## config.mk

```make
export PLATFORM = sky130hd
export DESIGN_NAME = instr_encoder
export DESIGN_NICKNAME = d
export VERILOG_FILES = /design/src/rtl/instr_encoder_pkg.sv /design/src/rtl/instr_encoder_field_pack.sv /design/src/rtl/instr_encoder.sv
export SDC_FILE = /design/constraint.sdc
export NUM_CORES = 1
export LEC_CHECK = 0
export ABC_AREA = 1
export BUFFER_PORTS_ARGS = -buffer_cell sky130_fd_sc_hd__buf_2
export CAP_MARGIN = 20
export CORE_ASPECT_RATIO = 0.6
export CORE_UTILIZATION = 37
export CTS_CLUSTER_SIZE = 16
export DETAILED_ROUTE_END_ITERATION = 7
export PLACE_DENSITY = 0.67
export SYNTH_ARGS = -nofsm -noshare
export SYNTH_HDL_FRONTEND = slang
export SYNTH_SLANG_ARGS = --single-unit
```

## constraint.sdc

```tcl
create_clock -name clk -period 1.7 [get_ports clk]
set_input_delay 0.34 -clock clk [delete_from_list [all_inputs] [get_ports clk]]
set_output_delay 0.34 -clock clk [all_outputs]
set_load 0.01 [all_outputs]
```

## src/rtl/instr_encoder_pkg.sv

```systemverilog
// Shared types and constants for the instruction encoder.
//   opcode_t / funct3_t / csr_funct3_t : RV32I field encodings
//   imm_type_t                          : immediate format selected by opcode
//   IMM_*_MIN/MAX                       : signed range limits per format
//   li_split_t / li_split()             : LI pseudo-op split into LUI + ADDI
package instr_encoder_pkg;

  typedef enum logic [6:0] {
    OPCODE_LOAD   = 7'h03,
    OPCODE_OP_IMM = 7'h13,
    OPCODE_AUIPC  = 7'h17,
    OPCODE_STORE  = 7'h23,
    OPCODE_OP     = 7'h33,
    OPCODE_LUI    = 7'h37,
    OPCODE_BRANCH = 7'h63,
    OPCODE_JALR   = 7'h67,
    OPCODE_JAL    = 7'h6F,
    OPCODE_SYSTEM = 7'h73
  } opcode_t;

  typedef enum logic [2:0] {
    FUNCT3_ADD_SUB = 3'b000,
    FUNCT3_SLL     = 3'b001,
    FUNCT3_SLT     = 3'b010,
    FUNCT3_SLTU    = 3'b011,
    FUNCT3_XOR     = 3'b100,
    FUNCT3_SRL_SRA = 3'b101,
    FUNCT3_OR      = 3'b110,
    FUNCT3_AND     = 3'b111
  } funct3_t;

  typedef enum logic [2:0] {
    CSR_PRIV  = 3'b000,
    CSR_RW    = 3'b001,
    CSR_RS    = 3'b010,
    CSR_RC    = 3'b011,
    CSR_RWI   = 3'b101,
    CSR_RSI   = 3'b110,
    CSR_RCI   = 3'b111
  } csr_funct3_t;

  typedef enum logic [2:0] {
    IMM_NONE,
    IMM_I,
    IMM_S,
    IMM_B,
    IMM_U,
    IMM_J,
    IMM_C
  } imm_type_t;

  localparam int IMM_I_MIN = -2048;
  localparam int IMM_I_MAX = 2047;
  localparam int IMM_B_MIN = -4096;
  localparam int IMM_B_MAX = 4094;
  localparam int IMM_J_MIN = -(1 << 20);
  localparam int IMM_J_MAX = (1 << 20) - 2;

  typedef struct packed {
    logic [19:0] hi;
    logic [11:0] lo;
    logic        two_word;
  } li_split_t;

  // Rounding hi by +0x800 makes the sign-extended lo land in [-2048, 2047];
  // the low 12 bits of (imm - hi<<12) are therefore just imm[11:0].
  function automatic li_split_t li_split(input logic [31:0] imm);
    li_split_t   r;
    logic [31:0] rounded;
    rounded    = imm + 32'h0000_0800;
    r.hi       = rounded[31:12];
    r.lo       = imm[11:0];
    r.two_word = !(($signed(imm) >= IMM_I_MIN) && ($signed(imm) <= IMM_I_MAX));
    return r;
  endfunction

endpackage

```

## src/rtl/instr_encoder_field_pack.sv

```systemverilog
// Combinational field packer: selects the immediate format from the opcode,
// scatters fields into an RV32I word and flags unrepresentable immediates.
//   opcode, funct3, funct7, rd, rs1, rs2, csr, imm : instruction fields
//   instr : packed instruction word
//   err   : immediate out of range / misaligned (fields truncated)
module instr_field_pack
  import instr_encoder_pkg::*;
(
  input  logic [6:0]  opcode,
  input  logic [2:0]  funct3,
  input  logic [6:0]  funct7,
  input  logic [4:0]  rd,
  input  logic [4:0]  rs1,
  input  logic [4:0]  rs2,
  input  logic [11:0] csr,
  input  logic [31:0] imm,
  output logic [31:0] instr,
  output logic        err
);

  imm_type_t          imm_type;
  logic signed [31:0] simm;

  assign simm = imm;

  always_comb begin
    imm_type = IMM_NONE;
    case (opcode)
      OPCODE_JALR, OPCODE_LOAD, OPCODE_OP_IMM: imm_type = IMM_I;
      OPCODE_STORE:                            imm_type = IMM_S;
      OPCODE_BRANCH:                           imm_type = IMM_B;
      OPCODE_LUI, OPCODE_AUIPC:                imm_type = IMM_U;
      OPCODE_JAL:                              imm_type = IMM_J;
      OPCODE_SYSTEM:                           imm_type = funct3[2] ? IMM_C : IMM_NONE;
      default:                                 imm_type = IMM_NONE;
    endcase
  end

  always_comb begin
    instr = {funct7, rs2, rs1, funct3, rd, opcode};
    err   = 1'b0;
    case (imm_type)
      IMM_I: begin
        instr = {imm[11:0], rs1, funct3, rd, opcode};
        err   = (simm < IMM_I_MIN) || (simm > IMM_I_MAX);
      end
      IMM_S: begin
        instr = {imm[11:5], rs2, rs1, funct3, imm[4:0], opcode};
        err   = (simm < IMM_I_MIN) || (simm > IMM_I_MAX);
      end
      IMM_B: begin
        instr = {imm[12], imm[10:5], rs2, rs1, funct3, imm[4:1], imm[11], opcode};
        err   = (simm < IMM_B_MIN) || (simm > IMM_B_MAX) || imm[0];
      end
      IMM_U: begin
        instr = {imm[31:12], rd, opcode};
        err   = (imm[11:0] != 12'd0);
      end
      IMM_J: begin
        instr = {imm[20], imm[10:1], imm[11], imm[19:12], rd, opcode};
        err   = (simm < IMM_J_MIN) || (simm > IMM_J_MAX) || imm[0];
      end
      IMM_C: begin
        instr = {csr, imm[4:0], funct3, rd, opcode};
        err   = (imm[31:5] != 27'd0);
      end
      default: begin
        if (opcode == OPCODE_SYSTEM) begin
          instr = {csr, rs1, funct3, rd, opcode};
        end
      end
    endcase
  end

endmodule

```

## src/rtl/instr_encoder.sv

```systemverilog
// Instruction encoder: packs request fields into RV32I words with one
// registered output stage; LI pseudo-op expands to ADDI or LUI+ADDI.
//   clk, rst_n                : clock, async active-low reset
//   req_*                     : request fields, valid/ready handshake
//   out_valid/out_ready       : output handshake
//   out_instr/out_last/out_err: encoded word, final-word flag, range error
module instr_encoder
  import instr_encoder_pkg::*;
#(
  parameter int unsigned LI_ENABLE = 1
) (
  input  logic        clk,
  input  logic        rst_n,
  input  logic        req_valid,
  output logic        req_ready,
  input  logic [6:0]  req_opcode,
  input  logic [2:0]  req_funct3,
  input  logic [6:0]  req_funct7,
  input  logic [4:0]  req_rd,
  input  logic [4:0]  req_rs1,
  input  logic [4:0]  req_rs2,
  input  logic [11:0] req_csr,
  input  logic [31:0] req_imm,
  input  logic        req_li,
  output logic        out_valid,
  input  logic        out_ready,
  output logic [31:0] out_instr,
  output logic        out_last,
  output logic        out_err
);

  localparam logic [1:0] ST_IDLE    = 2'd0;
  localparam logic [1:0] ST_EMIT    = 2'd1;
  localparam logic [1:0] ST_EMIT_HI = 2'd2;

  logic [1:0]  state;
  logic [31:0] pend_instr;

  logic        accept;
  logic        li_eff;
  li_split_t   split;
  logic [31:0] pack_instr;
  logic        pack_err;

  logic [31:0] new_instr;
  logic        new_last;
  logic        new_err;
  logic        new_two;
  logic [31:0] new_pend;

  instr_field_pack u_pack (
    .opcode (req_opcode),
    .funct3 (req_funct3),
    .funct7 (req_funct7),
    .rd     (req_rd),
    .rs1    (req_rs1),
    .rs2    (req_rs2),
    .csr    (req_csr),
    .imm    (req_imm),
    .instr  (pack_instr),
    .err    (pack_err)
  );

  assign req_ready = (state == ST_IDLE) || ((state == ST_EMIT) && out_ready);
  assign accept    = req_valid && req_ready;
  assign out_valid = (state != ST_IDLE);
  assign li_eff    = (LI_ENABLE != 0) && req_li;
  assign split     = li_split(req_imm);

  always_comb begin
    new_instr = pack_instr;
    new_last  = 1'b1;
    new_err   = pack_err;
    new_two   = 1'b0;
    new_pend  = '0;
    if (li_eff) begin
      new_err = 1'b0;
      if (split.two_word) begin
        new_instr = {split.hi, req_rd, OPCODE_LUI};
        new_last  = 1'b0;
        new_two   = 1'b1;
        new_pend  = {split.lo, req_rd, FUNCT3_ADD_SUB, req_rd, OPCODE_OP_IMM};
      end else begin
        new_instr = {split.lo, 5'd0, FUNCT3_ADD_SUB, req_rd, OPCODE_OP_IMM};
      end
    end
  end

  always_ff @(posedge clk or negedge rst_n) begin
    if (!rst_n) begin
      state      <= ST_IDLE;
      out_instr  <= '0;
      out_last   <= 1'b0;
      out_err    <= 1'b0;
      pend_instr <= '0;
    end else begin
      case (state)
        ST_IDLE, ST_EMIT: begin
          if (accept) begin
            out_instr  <= new_instr;
            out_last   <= new_last;
            out_err    <= new_err;
            pend_instr <= new_pend;
            state      <= new_two ? ST_EMIT_HI : ST_EMIT;
          end else if ((state == ST_EMIT) && out_ready) begin
            state <= ST_IDLE;
          end
        end
        ST_EMIT_HI: begin
          if (out_ready) begin
            out_instr <= pend_instr;
            out_last  <= 1'b1;
            out_err   <= 1'b0;
            state     <= ST_EMIT;
          end
        end
        default: state <= ST_IDLE;
      endcase
    end
  end

endmodule

```

==> flow_summary.toml <==
[outcome]
status = "finished, final reports clean"

[timing]
fin_tns_setup_ns = 0
period_needed_ns = 1.649
max_slew.worst_pin.slew_ns = 0.3391
fmax_ghz = 0.6063
max-slew-margin-rel = 0.7740
clock_skew_ns = 0.004357
fin_crit_sh = 0.9703
rsz0062_at_grt = "true"
setup_ws_ns = 0.05052
setup_viol = 0
report.final.slew_viol_count = 0
hold_viol = 0

[setup_path]
start_kind = "input port"
critPathArrivalTime_ns = 1.84
critPathMaxFanout = 6
end_kind = "register"
crit_type = "input port to register"
r2r-start = "state[0]"
r2r_end = "out_instr[10]"
worstRegToRegCells = 8
r2r_slack_ns = 0.06
cp_data_required_time_ns = 1.89

[drt]
drtIter0Drc = 854
vias = 6464
wl_per_cell_um = 17.09
drc = 0
dr.pass1.iters = 6
routed_via_density = 5.329
wl_um = 20740
postRouteAntennaNets = 0

[cts]
cts_tree = "built"
numCtsBuffers = 5
insertion_delay_ns = 0.30
clock-sinks = 54
path_clk_slew_ns = 0.07
cts_max_path_buffers = 2
clk_root_buffer_cell = "clkbuf_16"
htreeDepth = 2

[synth]
yosysTopAreaCellShare = 0.2827
yosysSeqAreaShare = 0.2827
ys_top_cells_by_area = "dfrtp_1, nand2_1, nand3_1"
async_flop_share = 1.000
synth_flop_cell = "dfrtp_1"
syn_area_per_cell_um2 = 6.042
syn_nets = 875
ys_types = 35
ys_ff_latch = 54
yosys.area.top_type = "dfrtp_1"
syn_inst = 791
syn_area_um2 = 4780
synth_edf_count = 0
yosys_warnings = 0

[floorplanning]
die_width_um = 148.7
dieArea_um2 = 13390
io_pins = 117
die_h_um = 90.04
initial_core_util = 0.3875
placementRows = 31
core_um2 = 12330

[place]
gp_congestion = 1.015
dp_cells = 1196
dp_hpwl_um = 16320
io_buffers = 116
place_ws_ns = -0.3111

[layout]
nets = 1132
area.sequential_um2 = 1351
syn_to_final_growth_pct = 49.19
fill_cells = 1235
n_antenna_cell = 0
multiInputGateArea_um2 = 3169
fin_cells = 1213
final_layout_size_suffix_gt1_frac = 0.3483

[global_route]
grt_overflow = 0
antenna_found_initial = 0
grt_usage = 0.3099
grt_pass1_wl_um = 31730
grt_max_degree = 55
grt_pass1_vias = 5855

[job]
drv_cap = 0

[power_and_ir_drop]
pwr-share-clk = 0.189
p_leak_nw = 3.806
ir_worst_vdd_mv = 0.6120
seqPwrFrac = 0.365
pwr-share-comb = 0.446
p_int_w = 0.003235
p_per_area_nw_per_um2 = 750.0
p_switching_w = 0.002113
power_switching_share = 0.3951

[worst_hold_path]
hold_path_class = "input port to async pin"
==> layer usage <==
metal / track usage / vias to the layer above / part of all wire
li1: - / 3121 / -
met1: 0.4866 / 2983 / 0.48
met2: 0.4303 / 338 / 0.40
met3: 0.06548 / 22 / 0.11
met4: 0.04762 / 0 / 0.011
met5: 0 / - / 0
==> synthesized netlist by cell type, drive strengths merged (2+ instances only) <==
| cell | instances |
|---|---|
| nor3 | 15 |
| nand2 | 276 |
| xor2 | 15 |
| nor2 | 89 |
| ha | 3 |
| o21ai | 30 |
| dfrtp | 54 |
| a21oi | 42 |
| nand3 | 73 |
| a22oi | 2 |
| nand3b | 5 |
| nand4 | 45 |
| o31ai | 2 |
| inv | 79 |
| clkbuf | 10 |
| o22ai | 21 |
| buf | 24 |
==> critical path, stage by stage <==
cell     delay [ns]
buf_2          0.12
inv_2          0.06
nand2_2        0.06
nor2_4         0.17
buf_4          0.15
nand3_4        0.09
nand2_4        0.10
nor2_2         0.07
buf_4          0.16
nor2_2         0.11
nand2_1        0.07
nand2_1        0.06
nand4_1        0.12
nand2_1        0.11
nand2_1        0.05
==> cells by family after synthesis <==
| family | synth area share |
|---|---|
| adders and majority gates | 0.007854 |
| AOI/OAI and AO/OA | 0.1139 |
| DFF | 0.2827 |
| and+or+nand+nor | 0.4712 |
| buffers and inverters | 0.09686 |
| xor gates and xnor gates | 0.02749 |
==> layout by cell type, fill, tap and decap left out, drive strengths merged, types with 2 or more instances in the layout <==
cell / instances
nand3: 73
o31ai: 2
a21oi: 42
nor3: 15
a22oi: 2
xor2: 15
clkinvlp: 4
clkbuf: 7
buf: 281
o22ai: 21
inv: 78
nor2: 89
o21ai: 30
nand3b: 5
nand4: 45
dfrtp: 54
nand2: 277
ha: 3
==> what timing repair did <==
action                                  CTS  global route
endpoints found under the setup margin   24            54
pin swaps                                 0            11
hold buffers                              0             0
gates resized for setup                   5            63
gates cloned                              1             2
buffers inserted                          0             7
==> power groups by stage <==
| stage | combinational [W] | sequential (W) | clock, W |
|---|---|---|---|
| 2_1_floorplan | 0.000961 | 0.00209 | 0 |
| 3_3_place_gp | 0.00220 | 0.00195 | 0 |
| 3_5_place_dp | 0.00223 | 0.00196 | 0 |
| 4_1_cts | 0.00227 | 0.00194 | 0.00102 |
| 5_1_grt | 0.00261 | 0.00201 | 0.00108 |
| 6_report | 0.00239 | 0.00195 | 0.00101 |
==> registers in the layout, indices dropped and copies added, names as in the netlist <==
register,flops
state,2
out_err,1
pend_instr,18
out_last,1
out_instr,32
==> metrics by stage <==
step                      hold slack, ns  utilization  power [W]  cell area [µm²]
final                            0.01780       0.5781   0.005348             7131
after global routing             0.05067       0.5781   0.005702             7131
after CTS                        0.03958       0.5527   0.005240             6818
after detailed placement          0.3574       0.5396   0.004188             6655
after global placement            0.3543       0.5396   0.004152             6655
after floorplan                  0.04441            -   0.003048             4782
==> final cells by class <==
cell class,instances,share of cell area
Multi-Input combinational cell,624,0.4445
Timing Repair Buffer,282,0.2734
Sequential cell,54,0.1895
Inverter,80,0.04352
Tap cell,165,0.02895
Clock buffer,6,0.01807
Clock inverter,1,0.001053
Timing Repair inverter,1,0.001053
==> how the worst max path moves through the flow <==
stage	cells after the start	from	end
floorplan	13	req_imm[11]	pend_instr[23]
global placement	13	req_opcode[3]	out_instr[7]
detailed placement	13	req_imm[12]	pend_instr[18]
CTS	14	req_opcode[3]	out_instr[22]
global route	11	state[0]	out_instr[15]
finish	15	req_opcode[2]	out_instr[30]
Power figures use the tool's default switching activity.
